File: config.mk
export PLATFORM = sky130hd
export DESIGN_NAME = clk_div_pwm
export DESIGN_NICKNAME = d
export VERILOG_FILES = /design/src/rtl/clk_div_pwm.sv
export SDC_FILE = /design/constraint.sdc
export NUM_CORES = 1
export LEC_CHECK = 0
export CAP_MARGIN = 20
export CORE_ASPECT_RATIO = 1.75
export CORE_MARGIN = 2
export CORE_UTILIZATION = 51
export CTS_BUF_LIST = sky130_fd_sc_hd__clkbuf_4 sky130_fd_sc_hd__clkbuf_8 sky130_fd_sc_hd__clkbuf_16
export DETAILED_ROUTE_END_ITERATION = 10
export PLACE_DENSITY = 0.83
export SYNTH_ARGS = -nofsm -noshare
export SYNTH_HDL_FRONTEND = slang
export SYNTH_SLANG_ARGS = --single-unit
File: constraint.sdc
create_clock -name clk -period 2.1 [get_ports clk]
set_clock_uncertainty 0.1 [all_clocks]
set_input_delay 0.42 -clock clk [delete_from_list [all_inputs] [get_ports clk]]
set_output_delay 0.42 -clock clk [all_outputs]
set_load 0.02 [all_outputs]
File: src/rtl/clk_div_pwm.sv
// Programmable clock divider / PWM: one shared period counter drives NCH duty-cycle outputs.
// Optional macro CLK_DIV_PWM_POLARITY_EN adds per-channel output inversion via cfg_pol.
module clk_div_pwm #(
  parameter int CNT_W    = 8,
  parameter int NCH      = 2,
  parameter int RST_TERM = 4,
  parameter int RST_HIGH = 3
) (
  input  logic                 clk,
  input  logic                 rst_n,
  input  logic                 en,
  input  logic                 cfg_valid,
  output logic                 cfg_ready,
  input  logic [CNT_W-1:0]     cfg_term,
  input  logic [NCH*CNT_W-1:0] cfg_high,
`ifdef CLK_DIV_PWM_POLARITY_EN
  input  logic [NCH-1:0]       cfg_pol,
`endif
  output logic [NCH-1:0]       clk_out,
  output logic                 tc
);

  localparam logic [CNT_W-1:0] TERM_INIT = CNT_W'(RST_TERM);
  localparam logic [CNT_W-1:0] HIGH_INIT = CNT_W'(RST_HIGH);

  logic [CNT_W-1:0] count_reg;
  logic [CNT_W-1:0] term_reg;
  logic [CNT_W-1:0] shadow_term_reg;
  logic             pending_reg;
  logic             tc_reg;

  logic wrap;
  logic take_cfg;
  logic apply_cfg;

  assign wrap      = (count_reg == term_reg);
  assign take_cfg  = cfg_valid & ~pending_reg;
  // Shadow moves to active only at a period boundary, or at once while stopped.
  assign apply_cfg = pending_reg & (wrap | ~en);
  assign cfg_ready = ~pending_reg;
  assign tc        = tc_reg;

  always_ff @(posedge clk or negedge rst_n) begin
    if (!rst_n) begin
      count_reg   <= '0;
      term_reg    <= TERM_INIT;
      pending_reg <= 1'b0;
      tc_reg      <= 1'b0;
    end else begin
      tc_reg <= en & wrap;
      if (!en || wrap) begin
        count_reg <= '0;
      end else begin
        count_reg <= count_reg + 1'b1;
      end
      if (apply_cfg) begin
        term_reg    <= shadow_term_reg;
        pending_reg <= 1'b0;
      end else if (take_cfg) begin
        pending_reg <= 1'b1;
      end
    end
  end

  // Shadow contents are meaningless until pending is set, so they carry no reset.
  always_ff @(posedge clk) begin
    if (take_cfg) begin
      shadow_term_reg <= cfg_term;
    end
  end

  genvar gi;
  generate
    for (gi = 0; gi < NCH; gi++) begin : g_ch
      logic [CNT_W-1:0] high_reg;
      logic [CNT_W-1:0] shadow_high_reg;
      logic             out_reg;
      logic             pol;

`ifdef CLK_DIV_PWM_POLARITY_EN
      logic pol_reg;
      logic shadow_pol_reg;

      always_ff @(posedge clk or negedge rst_n) begin
        if (!rst_n) begin
          pol_reg <= 1'b0;
        end else if (apply_cfg) begin
          pol_reg <= shadow_pol_reg;
        end
      end

      always_ff @(posedge clk) begin
        if (take_cfg) begin
          shadow_pol_reg <= cfg_pol[gi];
        end
      end

      assign pol = pol_reg;
`else
      assign pol = 1'b0;
`endif

      always_ff @(posedge clk or negedge rst_n) begin
        if (!rst_n) begin
          high_reg <= HIGH_INIT;
          out_reg  <= 1'b0;
        end else begin
          // high > term keeps the compare true all period; high == 0 keeps it false.
          out_reg <= en & ((count_reg < high_reg) ^ pol);
          if (apply_cfg) begin
            high_reg <= shadow_high_reg;
          end
        end
      end

      always_ff @(posedge clk) begin
        if (take_cfg) begin
          shadow_high_reg <= cfg_high[gi*CNT_W +: CNT_W];
        end
      end

      assign clk_out[gi] = out_reg;
    end
  endgenerate

endmodule
# After elaboration in Yosys (flattened, before gate mapping)
# Index checks and enable logic that the tools add are counted.
# word_totals
ff_bits	60
elab_cells	29
output_inout_bits	4
# op_classes
add_sub_neg	1
muxes	3
eq_ne	1
reduce_logical	3
bitwise	8
magnitude_cmp	2
# ops
op	n
< comparator 8 bit	2
adder 8 x 1 -> 8 bit, second input constant	1
equality test 8 bit	1
two-way mux 8 bit	1
bitwise AND 1 bit	5
two-way mux 1 bit	2
inverter 1 bit	2
nonzero test 2 bit	1
zero test 1 bit	1
logical OR 1 bit	1
OR 1 bit	1

# Logic depth before layout (Yosys ltp)
# depth
word_depth	4
mapped_depth	6
ltp_nobuf	6

# Least setup slack after synthesis
# OpenSTA, ideal clock, no wires.
# synth_path
path_kind	reg-to-reg
start	reg pending_reg
end	reg g_ch[0].shadow_high_reg[0] (enable)
setup_slack_ns	-0.083
stages_incl_launch_ff	3
arrival_ns	1.674
period_less_slack_ns	2.183
path_cell_list	dfrtp_1 clkbuf_1 nor2b_1
# synth_via
elab_chain_len	2
# synth_lines
element	line_no	source
from (decl)	29	logic pending_reg;
from (signal assigned)	47	pending_reg <= 1'b0;
from (signal assigned)	58	pending_reg <= 1'b0;
from (signal assigned)	60	pending_reg <= 1'b1;
inverter 1 bit	37	assign take_cfg = cfg_valid & ~pending_reg;
bitwise AND 1 bit	37	
via take_cfg	33	logic take_cfg;
to (signal assigned)	118	shadow_high_reg <= cfg_high[gi*CNT_W +: CNT_W];
to (decl)	76	logic [CNT_W-1:0] shadow_high_reg;
# The timed path passes the listed nets, and every way through them passes these cells.
# A chain may end at the register's enable or synchronous reset.

# Worst setup path in the final report
# layout_path
start	reg pending_reg
end	out cfg_ready
# layout_via
elab_chain_len	1
# layout_lines
element	line_no	source
inverter 1 bit	40	assign cfg_ready = ~pending_reg;
to (decl)	13	output logic cfg_ready,
# Every way passes these cells.

==> run_results.csv <==
group,metric,value,unit
flow_run,drv_cap,0,
die,core_area,5590,um2
logic_synthesis,yosys_warnings,0,
routing,via_per_inst,5.64,
logic_synthesis,syn_area_per_cell,11.6,um2
finish,layout_commonest_cell,"nand2_1",
sta,fin_setup_tns,0,ns
sta,slew_violations,0,
clock_tree,h-tree-depth,3,
logic_synthesis,synth_cells,257,
die,initial_core_util,0.533,
logic_synthesis,async_flop_share,0.600,
sta,relSlewSlack,0.699,
sta,post-route-min-period,1.92,ns
clock_tree,cts_max_path_buffers,2,
critical_path,end_kind,"output pin",
worst_hold_path,min_path_type,"in2async",
finish,syn2layout_area_growth,22.8,%
critical_path,crit_start,"pending_reg$_DFFE_PN0P_",
routing,drtPass1Iterations,5,
global_routing,grt.total_usage,0.209,
logic_synthesis,syn_area,2980,um2
global_routing,antenna_found_initial,0,
die,rows,36,
sta,hold_ws,0.387,ns
logic_synthesis,ys_seq_area_frac,0.547,
routing,drtAntennaViolNets,0,
clock_tree,path_clk_slew,0.07,ns
logic_synthesis,ys_types,31,
clock_tree,cts_tree,"built",
routing,drt_iter0_drc,64,
clock_tree,cts_resized,0,
finish,final_cell_mix,"nand2_1 (48), dfrtp_1 (31), clkdlybuf4s50_1 (31)",
status,status,"finished, final reports clean",
logic_synthesis,syn_nets,300,
routing,wl,5870,um
critical_path,worstReg2RegStart,"count_reg[7]$_DFF_PN0_",
logic_synthesis,synth_seq_cells,60,
die,die_w,61.7,um
critical_path,critical_path_class,"reg2out",
clock_tree,clock-sinks,60,
critical_path,cp-endpoint,"cfg_ready",
finish,layout.nets,342,
global_routing,grt_start_max_net_pins,37,
critical_path,cp_num_cells,2,
power,vdd_ir_drop_max,0.672,mV
critical_path,crit_required,1.58,ns
critical_path,cp_top_family,"buffers and inverters",
routing,via_count,2144,
sta,min_period_over_period,0.913,
critical_path,slowest_delay,0.60,ns
power,p_per_area,952,nW/um2
die,die_y,105,um
placed_design,routabilityCongestion,0.809,
clock_tree,cts_buffers,9,
sta,hold_violations,0,
critical_path,start_kind,"register",
critical_path,path_max_fanout,4,
global_routing,gr-total-overflow,0,
clock_tree,cts.root.buffer_cell,"clkbuf_8",
sta,finalSetupViolations,0,
die,fp.dieArea,6490,um2
global_routing,grt_pass1_wl,10100,um
clock_tree,hold_buffers,0,
logic_synthesis,synth_flop_cell,"dfrtp_1",
power,p_leak,1.56,nW
logic_synthesis,synth_edf_count,24,
finish,drive_above_1_share,0.201,
clock_tree,cts_setup_buffers,0,
critical_path,cpMaxStageDelayCell,"clkdlybuf4s50_1",
sta,rsz0062_at_grt,"no",
critical_path,crit_buf_inv,2,
critical_path,path_cells,"inv_2 -> clkdlybuf4s50_1",
critical_path,cp.arrival,1.40,ns
critical_path,regToRegEndpoint,"g_ch[0].high_reg[3]$_DFFE_PN0P_",
clock_tree,clk_latency,0.34,ns
routing,drc,0,
placed_design,port_buffers,31,
routing,wl_per_cell,15.4,um
critical_path,rrSetupSlack,0.25,ns
power,power.total,0.00348,W
critical_path,r2r_cells,5,
finish,antennaDiodeCount,0,
global_routing,grt_pass1_vias,2169,
sta,tightest_slew,0.452,ns
sta,clock.fmax,521,MHz
die,pin_count,32,
placed_design,hpwl,4240,um
per-layer routing:
metal | GRT usage | vias up | part of all wire
li1 | - | 1005 | -
met1 | 0.254 | 1075 | 0.38
met2 | 0.335 | 48 | 0.56
met3 | 0.0495 | 16 | 0.034
met4 | 0.0988 | 0 | 0.032
met5 | 0 | - | 0
through the flow:
step	cell area (um2)	std cells	worst slack (ns)	utilization
floorplan	2980	257	0.376	-
global placement	3440	364	0.305	0.615
detailed placement	3440	364	0.303	0.615
CTS	3650	380	0.156	0.654
global route	3650	380	0.133	0.654
finish	3650	380	0.182	0.654
synth_stat cells, drive strengths merged, types with 2 or more instances:
cell type / count / area share
or3: 2 / 0.0042
buf: 5 / 0.014
nand2b: 4 / 0.0084
o2111ai: 2 / 0.0059
and2: 2 / 0.0042
nand4: 3 / 0.011
a211oi: 4 / 0.010
xnor2: 11 / 0.032
ha: 15 / 0.063
o211ai: 48 / 0.15
nand2: 48 / 0.061
dfstp: 5 / 0.044
o21ai: 3 / 0.0050
edfxtp: 24 / 0.24
and3: 2 / 0.0042
o21a: 3 / 0.0076
dfrtp: 31 / 0.26
xor2: 3 / 0.0088
a21o: 3 / 0.0076
nand3: 2 / 0.0034
clkbuf: 12 / 0.015
nor2: 7 / 0.0088
inv: 16 / 0.020
cell type report:
cell class                 instances  area [um2]
tap                               76        95.1
timing repair buffer              48         450
multi-input combinational        164        1200
fill                             441        1930
clock buffer                      10         131
sequential                        60        1630
inverter                          16        60.1
clock inverter                     6        87.6
kinds of logic (layout without fill, tap and decap cells):
group | Yosys count | in the layout | synth area share
and+or+nand+nor | 72 | 72 | 0.108
AOI/OAI and AO/OA | 63 | 63 | 0.191
buffers and inverters | 33 | 80 | 0.0496
DFF | 60 | 60 | 0.547
adders and majority gates | 15 | 15 | 0.0631
xor gates and xnor gates | 14 | 14 | 0.0412
how the worst min path moves through the flow:
stage	end	slack, ns
after floorplan	count_reg[0]$_DFF_PN0_	0.02
after global placement	g_ch[1].high_reg[1]$_DFFE_PN1P_	0.39
after detailed placement	g_ch[1].high_reg[1]$_DFFE_PN1P_	0.40
after CTS	g_ch[0].high_reg[6]$_DFFE_PN0P_	0.39
after global routing	g_ch[0].high_reg[4]$_DFFE_PN0P_	0.43
final	g_ch[0].high_reg[5]$_DFFE_PN0P_	0.39
report_power, final:
| part | internal [W] | total, W | switching (W) |
|---|---|---|---|
| logic | 0.000352 | 0.000754 | 0.000401 |
| clock network | 0.000681 | 0.00113 | 0.000449 |
| registers | 0.00144 | 0.00159 | 0.000155 |
| total | 0.00247 | 0.00348 | 0.00100 |
(Power assumes the default switching activity.)
